<file path="src/rtl/irq_timer_ctrl_if.sv">
// Bus between the CPU and the timer/interrupt controller: channel configuration,
// interrupt handshake and status outputs.
interface irq_timer_ctrl_if #(
  parameter int N_CH  = 4,
  parameter int CNT_W = 8
);
  localparam int CH_W = $clog2(N_CH);

  logic             cfg_we;
  logic [CH_W-1:0]  cfg_ch;
  logic [CNT_W-1:0] cfg_period;
  logic             cfg_mode;
  logic             cfg_en;
  logic             irq_ack;
  logic             irq_done;
  logic             irq;
  logic [CH_W-1:0]  irq_vec;
  logic [N_CH-1:0]  pending;
  logic [N_CH-1:0]  overrun;
  logic             busy;

  modport master (
    output cfg_we, cfg_ch, cfg_period, cfg_mode, cfg_en, irq_ack, irq_done,
    input  irq, irq_vec, pending, overrun, busy
  );

  modport slave (
    input  cfg_we, cfg_ch, cfg_period, cfg_mode, cfg_en, irq_ack, irq_done,
    output irq, irq_vec, pending, overrun, busy
  );
endinterface

</file>
<file path="src/rtl/irq_timer_ctrl.sv">
// Multi-channel periodic/one-shot timer feeding a lowest-index-priority
// interrupt controller with an ack/done handshake towards the CPU.
module irq_timer_ctrl #(
  parameter int N_CH  = 4,
  parameter int CNT_W = 8
) (
  input  logic           clk_i,
  input  logic           rst_ni,
  irq_timer_ctrl_if.slave bus
);
  localparam int CH_W = $clog2(N_CH);

  typedef enum logic [1:0] {IDLE, REQ, SERVICE} state_e;

  state_e           state_q;
  logic             irq_q;
  logic [CH_W-1:0]  vec_q;

  logic [CNT_W-1:0] cnt_q    [N_CH];
  logic [CNT_W-1:0] cnt_d    [N_CH];
  logic [CNT_W-1:0] period_q [N_CH];
  logic [CNT_W-1:0] period_d [N_CH];
  logic [N_CH-1:0]  mode_q, mode_d;
  logic [N_CH-1:0]  en_q, en_d;
  logic [N_CH-1:0]  pending_q, pending_d;
  logic [N_CH-1:0]  overrun_q, overrun_d;
  logic [N_CH-1:0]  tick;
  logic [CH_W-1:0]  lowestVec;
  logic             ackTaken;

  assign ackTaken = (state_q == REQ) && bus.irq_ack;

  always_comb begin
    lowestVec = '0;
    for (int i = N_CH - 1; i >= 0; i--) begin
      if (pending_q[i]) lowestVec = CH_W'(i);
    end
  end

  // A config write overrides the counter datapath of its channel, but a tick
  // on that same edge still sets pending, and set always beats the ack clear.
  always_comb begin
    pending_d = pending_q;
    overrun_d = overrun_q;
    mode_d    = mode_q;
    en_d      = en_q;
    tick      = '0;
    for (int i = 0; i < N_CH; i++) begin
      cnt_d[i]    = cnt_q[i];
      period_d[i] = period_q[i];
      tick[i]     = en_q[i] && (period_q[i] != '0) &&
                    (cnt_q[i] == period_q[i] - CNT_W'(1));
      if (tick[i]) begin
        cnt_d[i] = '0;
        if (mode_q[i]) en_d[i] = 1'b0;
      end else if (en_q[i] && (period_q[i] != '0)) begin
        cnt_d[i] = cnt_q[i] + CNT_W'(1);
      end
      if (ackTaken && (vec_q == CH_W'(i))) pending_d[i] = 1'b0;
      if (tick[i]) begin
        pending_d[i] = 1'b1;
        if (pending_q[i]) overrun_d[i] = 1'b1;
      end
      if (bus.cfg_we && (bus.cfg_ch == CH_W'(i))) begin
        period_d[i]  = bus.cfg_period;
        mode_d[i]    = bus.cfg_mode;
        en_d[i]      = bus.cfg_en;
        cnt_d[i]     = '0;
        overrun_d[i] = 1'b0;
      end
    end
  end

  always_ff @(posedge clk_i or negedge rst_ni) begin
    if (!rst_ni) begin
      for (int i = 0; i < N_CH; i++) begin
        cnt_q[i]    <= '0;
        period_q[i] <= '0;
      end
      mode_q    <= '0;
      en_q      <= '0;
      pending_q <= '0;
      overrun_q <= '0;
    end else begin
      for (int i = 0; i < N_CH; i++) begin
        cnt_q[i]    <= cnt_d[i];
        period_q[i] <= period_d[i];
      end
      mode_q    <= mode_d;
      en_q      <= en_d;
      pending_q <= pending_d;
      overrun_q <= overrun_d;
    end
  end

  // Priority is sampled only when leaving IDLE; the vector then stays frozen
  // through REQ and SERVICE regardless of newer or higher-priority ticks.
  always_ff @(posedge clk_i or negedge rst_ni) begin
    if (!rst_ni) begin
      state_q <= IDLE;
      irq_q   <= 1'b0;
      vec_q   <= '0;
    end else begin
      case (state_q)
        IDLE: begin
          irq_q <= 1'b0;
          if (|pending_q) begin
            state_q <= REQ;
            irq_q   <= 1'b1;
            vec_q   <= lowestVec;
          end
        end
        REQ: begin
          if (bus.irq_ack) begin
            state_q <= SERVICE;
            irq_q   <= 1'b0;
          end
        end
        SERVICE: begin
          irq_q <= 1'b0;
          if (bus.irq_done) state_q <= IDLE;
        end
        default: begin
          state_q <= IDLE;
          irq_q   <= 1'b0;
        end
      endcase
    end
  end

  assign bus.irq     = irq_q;
  assign bus.irq_vec = vec_q;
  assign bus.pending = pending_q;
  assign bus.overrun = overrun_q;
  assign bus.busy    = (state_q != IDLE);
endmodule
</file>
<file path="src/flat_wrapper.sv">
// flat-port wrapper written by rule: the top's interface ports become plain ports
module irq_timer_ctrl_flat 
#(
  parameter int N_CH  = 4,
  parameter int CNT_W = 8
)
  (clk_i, rst_ni, bus_cfg_we, bus_cfg_ch, bus_cfg_period, bus_cfg_mode, bus_cfg_en, bus_irq_ack, bus_irq_done, bus_irq, bus_irq_vec, bus_pending, bus_overrun, bus_busy);
  irq_timer_ctrl_if #(.N_CH(N_CH), .CNT_W(CNT_W)) bus_i ();
  input  logic clk_i;
  input  logic rst_ni;
  input wire logic [$bits(bus_i.cfg_we)-1:0] bus_cfg_we;
  input wire logic [$bits(bus_i.cfg_ch)-1:0] bus_cfg_ch;
  input wire logic [$bits(bus_i.cfg_period)-1:0] bus_cfg_period;
  input wire logic [$bits(bus_i.cfg_mode)-1:0] bus_cfg_mode;
  input wire logic [$bits(bus_i.cfg_en)-1:0] bus_cfg_en;
  input wire logic [$bits(bus_i.irq_ack)-1:0] bus_irq_ack;
  input wire logic [$bits(bus_i.irq_done)-1:0] bus_irq_done;
  output wire logic [$bits(bus_i.irq)-1:0] bus_irq;
  output wire logic [$bits(bus_i.irq_vec)-1:0] bus_irq_vec;
  output wire logic [$bits(bus_i.pending)-1:0] bus_pending;
  output wire logic [$bits(bus_i.overrun)-1:0] bus_overrun;
  output wire logic [$bits(bus_i.busy)-1:0] bus_busy;
  assign bus_i.cfg_we = bus_cfg_we;
  assign bus_i.cfg_ch = bus_cfg_ch;
  assign bus_i.cfg_period = bus_cfg_period;
  assign bus_i.cfg_mode = bus_cfg_mode;
  assign bus_i.cfg_en = bus_cfg_en;
  assign bus_i.irq_ack = bus_irq_ack;
  assign bus_i.irq_done = bus_irq_done;
  assign bus_irq = bus_i.irq;
  assign bus_irq_vec = bus_i.irq_vec;
  assign bus_pending = bus_i.pending;
  assign bus_overrun = bus_i.overrun;
  assign bus_busy = bus_i.busy;
  irq_timer_ctrl #(.N_CH(N_CH), .CNT_W(CNT_W)) u_core (.clk_i(clk_i), .rst_ni(rst_ni), .bus(bus_i));
endmodule
</file>
<file path="config.mk">
export PLATFORM = sky130hd
export DESIGN_NAME = irq_timer_ctrl_flat
export DESIGN_NICKNAME = d
export VERILOG_FILES = /design/src/rtl/irq_timer_ctrl_if.sv /design/src/rtl/irq_timer_ctrl.sv /design/src/flat_wrapper.sv
export SDC_FILE = /design/constraint.sdc
export NUM_CORES = 1
export LEC_CHECK = 0
export ABC_AREA = 1
export BUFFER_PORTS_ARGS = -buffer_cell sky130_fd_sc_hd__buf_2
export CAP_MARGIN = 20
export CORE_MARGIN = 8
export CORE_UTILIZATION = 50
export CTS_BUF_LIST = sky130_fd_sc_hd__clkbuf_8
export CTS_CLUSTER_DIAMETER = 50
export CTS_CLUSTER_SIZE = 8
export DETAILED_ROUTE_END_ITERATION = 10
export PLACE_DENSITY = 0.67
export SLEW_MARGIN = 20
export SYNTH_ARGS = -nofsm -noshare
export SYNTH_HDL_FRONTEND = slang
export SYNTH_SLANG_ARGS = --single-unit
</file>
<file path="constraint.sdc">
create_clock -name clk_i -period 3.4 [get_ports clk_i]
set_input_delay 0.34 -clock clk_i [delete_from_list [all_inputs] [get_ports clk_i]]
set_output_delay 0.34 -clock clk_i [all_outputs]
set_load 0.03 [all_outputs]
</file>
; After elaboration in Yosys (flattened, before gate mapping)
; Index checks and enable logic that the tools add are counted.
; Widths: inputs -> output; s select.
[op_classes]
shift = 0
multipliers = 0
n_lt_le_gt_ge = 0
addsub = 8
n_mux = 55
reduce_logical = 56
n_eq_ne = 15
n_div = 0
n_bitwise = 0
[ops]
columns = op, count
row1 = $mux 8, 12
row2 = $mux 1, 34
row3 = $reduce_bool 2->1, 17
row4 = $add 8x1->8 const B, 4
row5 = $eq 8x8->1, 4
row6 = $reduce_bool 8->1, 4
row7 = $sub 8x1->8 const B, 4
row8 = $reduce_and 2->1, 9
row9 = $logic_and 1x1->1, 17
row10 = $mux 2, 7
row11 = $reduce_bool 3->1, 4
row12 = $eq 2x2->1 const B, 5
row13 = $eq 2x1->1 const B, 3
row14 = $logic_not 2->1, 3
row15 = $pmux 2 s3, 1
row16 = $ne 2x2->1 const B, 2
row17 = $reduce_or 4->1, 1
row18 = $reduce_and 3->1, 1
row19 = $ne 2x1->1 const B, 1
row20 = $pmux 1 s2, 1
[totals]
n_memories = 0
ramBits = 0
latchBits = 0
romBits = 0
reg_bits = 85
elab_cells = 161

; Longest topological paths before layout
; Gate-level depths: netlist of the first run.
[depth]
word_depth = 5
mapped_depth = 14
mapped_depth_nobuf = 14

; Worst setup path before layout of the first run
; Ideal clock, no wire load.
[synth_path]
kind = register to register
start = register u_core.period_q[24] (netlist name)
end = register u_core.en_q[0]
path_slack_ps = 1705
stages_incl_launch_ff = 13
t_arrival_ps = 1579
required_time_ps = 3284
path_cell_list = dfrtp_1 inv_1 ha_1 xor2_1 nand3_1 nor2_1 nand2_1 nor2_1 nand2_2 nand2_1 nand2_1 nand2_1 nand2_1
[synth_via]
elab_chain_len = 5
elab_cells_between_ends = 7
cone_classes = add/sub (1) / eq/ne (1) / reduce/logical (5)
[synth_rtl]
columns = element, line_no
row1 = from (decl), irq_timer_ctrl.sv:21  ; logic [CNT_W-1:0] period_q [N_CH];
row2 = "from (signal, indexed assignment)", irq_timer_ctrl.sv:87  ; period_q[i] <= period_d[i];
row3 = $sub 8x1->8 / $reduce_bool 8->1 (equally long branches), "irq_timer_ctrl.sv:52, irq_timer_ctrl.sv:51"
row4 = $eq 8x8->1 / $logic_and 1x1->1 (equally long branches), "irq_timer_ctrl.sv:52, irq_timer_ctrl.sv:51"
row5 = $logic_and 1x1->1 (*), irq_timer_ctrl.sv:51  ; tick[i] = en_q[i] && (period_q[i] != '0) &&
row6 = $reduce_bool 2->1 (no source line) (*), n/a
row7 = $reduce_and 2->1 (no source line) (*), n/a
row8 = to (signal assigned), irq_timer_ctrl.sv:90  ; en_q <= en_d;
row9 = to (decl), irq_timer_ctrl.sv:24  ; logic [N_CH-1:0] en_q, en_d;
; Every way passes the cells marked *; elsewhere a longest branch is shown, timed or not.
; A chain may end at the register's enable or synchronous reset.

; Worst setup path in the final report of the first run
; Same ends and word-level chain as after synthesis.

==> flow_metrics.tcl, run 1 <==
set metrics [dict create \
    status "complete, no violations" \
    antenna_found_initial 0 \
    cts_max_level 3 \
    busiest_layer "met2" \
    multi_input_area_um2 2464 \
    path_depth 12 \
    first_global_vias 4214 \
    layout_commonest_cell "nand2_1" \
    worstSetupStartpoint "u_core.period_q[24]" \
    core_area_um2 9729 \
    cp.arrival_ns 2.27 \
    fillers 971 \
    wl_per_cell_um 13.70 \
    use_met1_pct 23.15 \
    cp-end-kind "flop" \
    clock_skew_ns 0.01148 \
    final_cell_mix "nand2_1 (178), inv_1 (93), dfrtp_1 (85)" \
    grt_use_total_pct 18.75 \
    numPortBuffers 28 \
    die_h_um 116.1 \
    criticalPathCategory "reg -> reg" \
    gp_congestion 0.9040 \
    worst_r2r_endpoint "u_core.en_q[0]" \
    ff_latch_area_um2 2127 \
    setup_viol 0 \
    dr.pass1.iters 4 \
    p_leak_nw 2.808 \
    crit_path_top_delay_cell "dfrtp_1" \
    via_count 4263 \
    worst-path-buf-inv 1 \
    viasPerCell 5.051 \
    dr.first_iter.drc_count 280 \
    worstSkewPairLatency_ns 0.36 \
    cts_tree "done" \
    die_w_um 116.1 \
    relSlewSlack_pct 71.76 \
    drive_gt1_share_pct 10.41 \
    crit_path_cell_trace "inv_1 > ha_1 > xor2_1 > nand3_1 > nor2_1 > nand2_1 > nor2_1 > nand2_2 > nand2_1 > nand2_1 > nand2_1 > nand2_1" \
    slew_violations 0 \
    syn_area_per_cell_um2 7.472 \
    num_rows 36 \
    clk_path_buf_depth 2 \
    yosys_warnings 0 \
    tns_ns 0 \
    ys_seq_elements 85 \
    postCtsSetupRepairBufs 0 \
    cts.clk_slew.worst_paths_ns 0.08 \
    timing.critical_path.max_delay_family "simple AND/OR/NAND/NOR gates" \
    ios 29 \
    layout_setup_ws_ns 1.379 \
    ant_nets 0 \
    tightest_slew_ns 0.4236 \
    cts_root_buf "clkbuf_8" \
    ys.flop_type "dfrtp_1" \
    period_share_pct 59.44 \
    r2r_slack_ns 1.38 \
    grt_use_met2_pct 32.33 \
    synthArstFlopShare_pct 100.0 \
    seq_area_frac_synth_pct 42.49 \
    cts.sinks 85 \
    cellPowerDensity_nw_per_um2 604.9 \
    drc 0 \
    cpMostUsedCell "nand2_1" \
    timing.fmax_mhz 494.8 \
    critical_path_peak_fanout 6 \
    cts_made_buffers 9 \
    grt_max_degree 34 \
    num_antenna_cells 0 \
    drv_cap 0 \
    hold_viol 0 \
    critPathCapture "u_core.en_q[0]" \
    overflow 0 \
    ir_drop_v 0.0002382 \
    ys_types 36 \
    syn2layout_area_growth_pct 9.748 \
    grt.met3_usage_pct 4.065 \
    min_period_ns 2.021 \
    die_area_um2 13470 \
    dp_slack_ns 1.411 \
    r2r_start "u_core.period_q[24]" \
    r2r.worst_path.cells 12 \
    rsz0062_at_grt "false" \
    crit_required_ns 3.65 \
    start_util_pct 51.45 \
    start_kind "flop" \
    synth_edf_count 0 \
    synthesis.nets 699 \
    hold_path_class "in -> reg" \
    finalWirelength_mm 11.56 \
    fin_nets 735 \
    grt_pass1_wl_mm 19.89 \
    dp_hpwl_mm 8.778 \
    syn_area_um2 5006 \
    postSynthCellCount 670 \
    max_stage_delay_ns 0.38 \
]
==> stage by stage <==
stage          util [%]  area (um2)  hold slack (ns)  instances  total power, mW
2_1_floorplan         -        5006          0.04441        670            2.375
3_3_place_gp      54.63        5315           0.3042        827            2.667
3_5_place_dp      54.63        5315           0.3124        827            2.704
4_1_cts           56.47        5494           0.1415        844            3.361
5_1_grt           56.47        5494           0.1475        844            3.613
6_report          56.47        5494           0.1627        844            3.323
==> cell usage after synthesis, types with 7 or more instances <==
cell / number / area, um2
xnor2_1: 23 / 201.4
ha_1: 12 / 150.1
nor3_1: 7 / 35.03
nand2_1: 178 / 668.1
nand4_1: 15 / 93.84
inv_1: 91 / 341.6
xor2_1: 22 / 192.7
o21ai_0: 48 / 240.2
a21oi_1: 9 / 45.04
dfrtp_1: 85 / 2127
nor2_1: 74 / 277.8
o22ai_1: 9 / 56.30
nand3_1: 47 / 235.2
==> area by class of cell <==
cell class	instances	share of cell area (%)
sequential	85	38.72
timing repair buffer	35	3.598
clock buffer	10	2.505
tap	133	3.029
inverter	98	6.741
multi-input combinational	477	44.84
clock inverter	6	0.5693
==> report_power, final <==
group | total [mW] | leakage, nW | switching (mW) | internal, mW
Clock | 0.641 | 0.0984 | 0.363 | 0.278
Combinational | 1.19 | 1.62 | 0.748 | 0.440
Sequential | 1.49 | 1.09 | 0.261 | 1.23
Total | 3.32 | 2.81 | 1.37 | 1.95
==> cell families (layout without fill, tap and decap cells) <==
group                      after synthesis  after routing  share of synthesized area [%]
xor gates and xnor gates                45             45                          7.873
DFF                                     85             85                          42.49
and+or+nand+nor                        341            341                          29.42
AOI/OAI and AO/OA                       79             79                          8.923
buffers and inverters                  108            149                          8.298
adders and majority gates               12             12                          2.999
==> worst min-delay path by stage <==
stage,from,endpoint,cells past startpoint
2_1_floorplan,rst_ni,u_core.bus.irq,0
3_3_place_gp,rst_ni,u_core.cnt_q[13],1
3_5_place_dp,rst_ni,u_core.cnt_q[13],1
4_1_cts,bus_irq_done,u_core.state_q[1],2
5_1_grt,bus_irq_done,u_core.state_q[1],2
6_report,bus_irq_done,u_core.state_q[1],2
==> per-layer routing <==
| metal | up-vias | share of wire (%) |
|---|---|---|
| met1 | 2005 | 46 |
| li1 | 2190 | - |
| met3 | 10 | 4.1 |
| met4 | 0 | 0.86 |
| met5 | - | 0 |
| met2 | 58 | 49 |
==> state kept, by name, indices dropped and copies added, names as in the netlist, 2 cells and up <==
name,flops
u_core.cnt_q,32
u_core.mode_q,4
u_core.bus.pending,4
u_core.state_q,2
u_core.bus.irq_vec,2
u_core.period_q,32
u_core.bus.overrun,4
u_core.en_q,4
==> timing repair <==
item                      4_1_cts  5_1_grt
gates resized for setup         0        0
hold endpoints to repair       29        0
hold buffers                    1        0
No activity file was read; power rests on OpenSTA's default activity.
==> run 2, diff against run 1 <==
- PLACE_DENSITY: 0.67 -> 0.7
- clock period: 3.4 -> 1.82 ns (I/O delays scaled with it)
==> flow_metrics.tcl, run 2 (synthesis results as in run 1) <==
set metrics [dict create \
    sw_frac_of_total_pct 41.27 \
    num_rows 36 \
    criticalPathCategory "reg -> reg" \
    drv_cap 0 \
    cp.arrival_ns 2.13 \
    worstSkewPairLatency_ns 0.36 \
    overflow 0 \
    hold_path_class "in -> reg" \
    fin_cells 876 \
    first_global_vias 4409 \
    cts.clk_slew.worst_paths_ns 0.09 \
    slew_violations 0 \
    violations "setup timing" \
    critical_path_peak_fanout 4 \
    grt_use_total_pct 18.90 \
    combPwrFrac_pct 38.1 \
    hold_viol 0 \
    crit_required_ns 2.12 \
    power_frac_clock_pct 20.3 \
    rsz0062_at_grt "true" \
    ant_nets 0 \
    numPortBuffers 28 \
    min_delay_path_depth 3 \
    via_count 4520 \
    max_stage_delay_ns 0.40 \
    period_share_pct 100.7 \
    worst-path-buf-inv 3 \
    ios 29 \
    reg_top3 "u_core.cnt_q x32, u_core.period_q x32" \
    start_kind "flop" \
    layout_setup_ws_ns -0.01271 \
    cellPowerDensity_nw_per_um2 1134 \
    gp_congestion 0.8944 \
    num_antenna_cells 0 \
    grt_pass1_wl_mm 20.26 \
    syn2layout_area_growth_pct 18.75 \
    drive_gt1_share_pct 19.25 \
    top_layer "met4" \
    timing.critical_path.max_delay_family "simple AND/OR/NAND/NOR gates" \
    wl_per_cell_um 14.07 \
    dp_hpwl_mm 9.015 \
    layout_commonest_cell "nand2_1" \
    path_depth 11 \
    crit_path_top_delay_cell "dfrtp_1" \
    antenna_found_initial 0 \
    ir_drop_v 0.0004421 \
    clock_skew_ns 0.01088 \
    p_sw_mw 2.783 \
    status "complete, but fails checks" \
    dr.pass1.iters 4 \
    core_area_um2 9729 \
    dr_wl_met3_um 596 \
    cts_made_buffers 9 \
    p_int_mw 3.960 \
    timing.fmax_mhz 545.6 \
    dr.first_iter.drc_count 273 \
    cts_max_level 3 \
    die_area_um2 13470 \
    min_period_ns 1.833 \
    cts_root_buf "clkbuf_8" \
    start_util_pct 51.45 \
    grt_max_degree 38 \
    die_w_um 116.1 \
    cts_tree "done" \
    final_cell_mix "nand2_1 (170), dfrtp_1 (84), inv_1 (83)" \
    setup_viol 1 \
    dp.cells 841 \
    crit_path_cell_trace "inv_2 > ha_2 > xor2_1 > nand3_1 > nor2_1 > nand2_1 > nor2_2 > nand2_2 > buf_4 > buf_4 > nand2_1" \
    hold_ws_ns 0.05046 \
    p_leak_nw 2.974 \
    r2r.worst_path.cells 11 \
    fin_nets 767 \
    relSlewSlack_pct 64.12 \
    p_seq_share_pct 41.6 \
    cp-end-kind "flop" \
    finalWirelength_mm 12.33 \
    drc 0 \
    tightest_slew_ns 0.5382 \
    cts.sinks 85 \
    clk_path_buf_depth 2 \
    met2_length_mm 6.162 \
    fillers 882 \
    viasPerCell 5.160 \
    met1_length_mm 5.289 \
    die_h_um 116.1 \
]
-- run 2: layout make-up --
| cell class | instances | area (um2) | share of cell area, % |
|---|---|---|---|
| Clock inverter | 7 | 73.82 | 1.242 |
| Clock buffer | 9 | 123.9 | 2.084 |
| Multi-Input combinational cell | 477 | 2613 | 43.95 |
| Tap cell | 133 | 166.4 | 2.799 |
| Timing Repair Buffer | 67 | 469.2 | 7.893 |
| Sequential cell | 85 | 2128 | 35.80 |
| Inverter | 98 | 370.4 | 6.230 |
-- run 2: worst min-delay path, stage by stage --
cell and delay [ns]:
buf_2 0.09, nand2_1 0.05, o21ai_0 0.06
-- run 2: timing repair --
item,in CTS,in global routing
hold buffers,2,0
resized for setup,11,39
buffers inserted,3,14
endpoints found under the setup margin,18,40
cloned,0,0
hold endpoints to repair,36,0
pin swaps,3,23
-- run 2: path summary, 6_finish.rpt --
path / start / endpoint / slack (ns)
max in group asynchronous: rst_ni / u_core.cnt_q[16] / 0.94
hold reg to reg: u_core.en_q[3] / u_core.en_q[3] / 0.48
setup / recovery: u_core.period_q[9] / u_core.bus.pending[2] / -0.01
setup reg to reg: u_core.period_q[9] / u_core.bus.pending[2] / -0.01
min in group asynchronous: rst_ni / u_core.period_q[12] / 0.34
hold / removal: bus_cfg_period[6] / u_core.period_q[6] / 0.05
-- run 2: through the flow --
| stage | setup slack [ns] | instance area [um2] | total power, mW | util (%) | setup TNS [ns] |
|---|---|---|---|---|---|
| 5_1_grt | -0.08512 | 5944 | 7.270 | 61.10 | -1.058 |
| 2_1_floorplan | 0.1248 | 5006 | 4.436 | - | 0 |
| 6_report | -0.01271 | 5944 | 6.743 | 61.10 | -0.01271 |
| 3_5_place_dp | -0.1031 | 5445 | 5.138 | 55.97 | -0.3944 |
| 4_1_cts | 0.002832 | 5720 | 6.563 | 58.80 | 0 |
| 3_3_place_gp | -0.05238 | 5445 | 5.050 | 55.97 | -0.07410 |
-- run 2: metal layers --
metal	up-vias	track usage [%]
met5	-	0
met4	0	7.347
met3	27	3.283
met2	101	31.60
met1	2138	23.77
li1	2254	-
-- run 2: power groups by stage --
stage	logic, mW	registers (mW)	clock network [mW]
2_1_floorplan	1.63	2.81	0
3_3_place_gp	2.24	2.81	0
3_5_place_dp	2.32	2.81	0
4_1_cts	2.38	2.78	1.40
5_1_grt	2.90	2.87	1.50
6_report	2.57	2.80	1.37
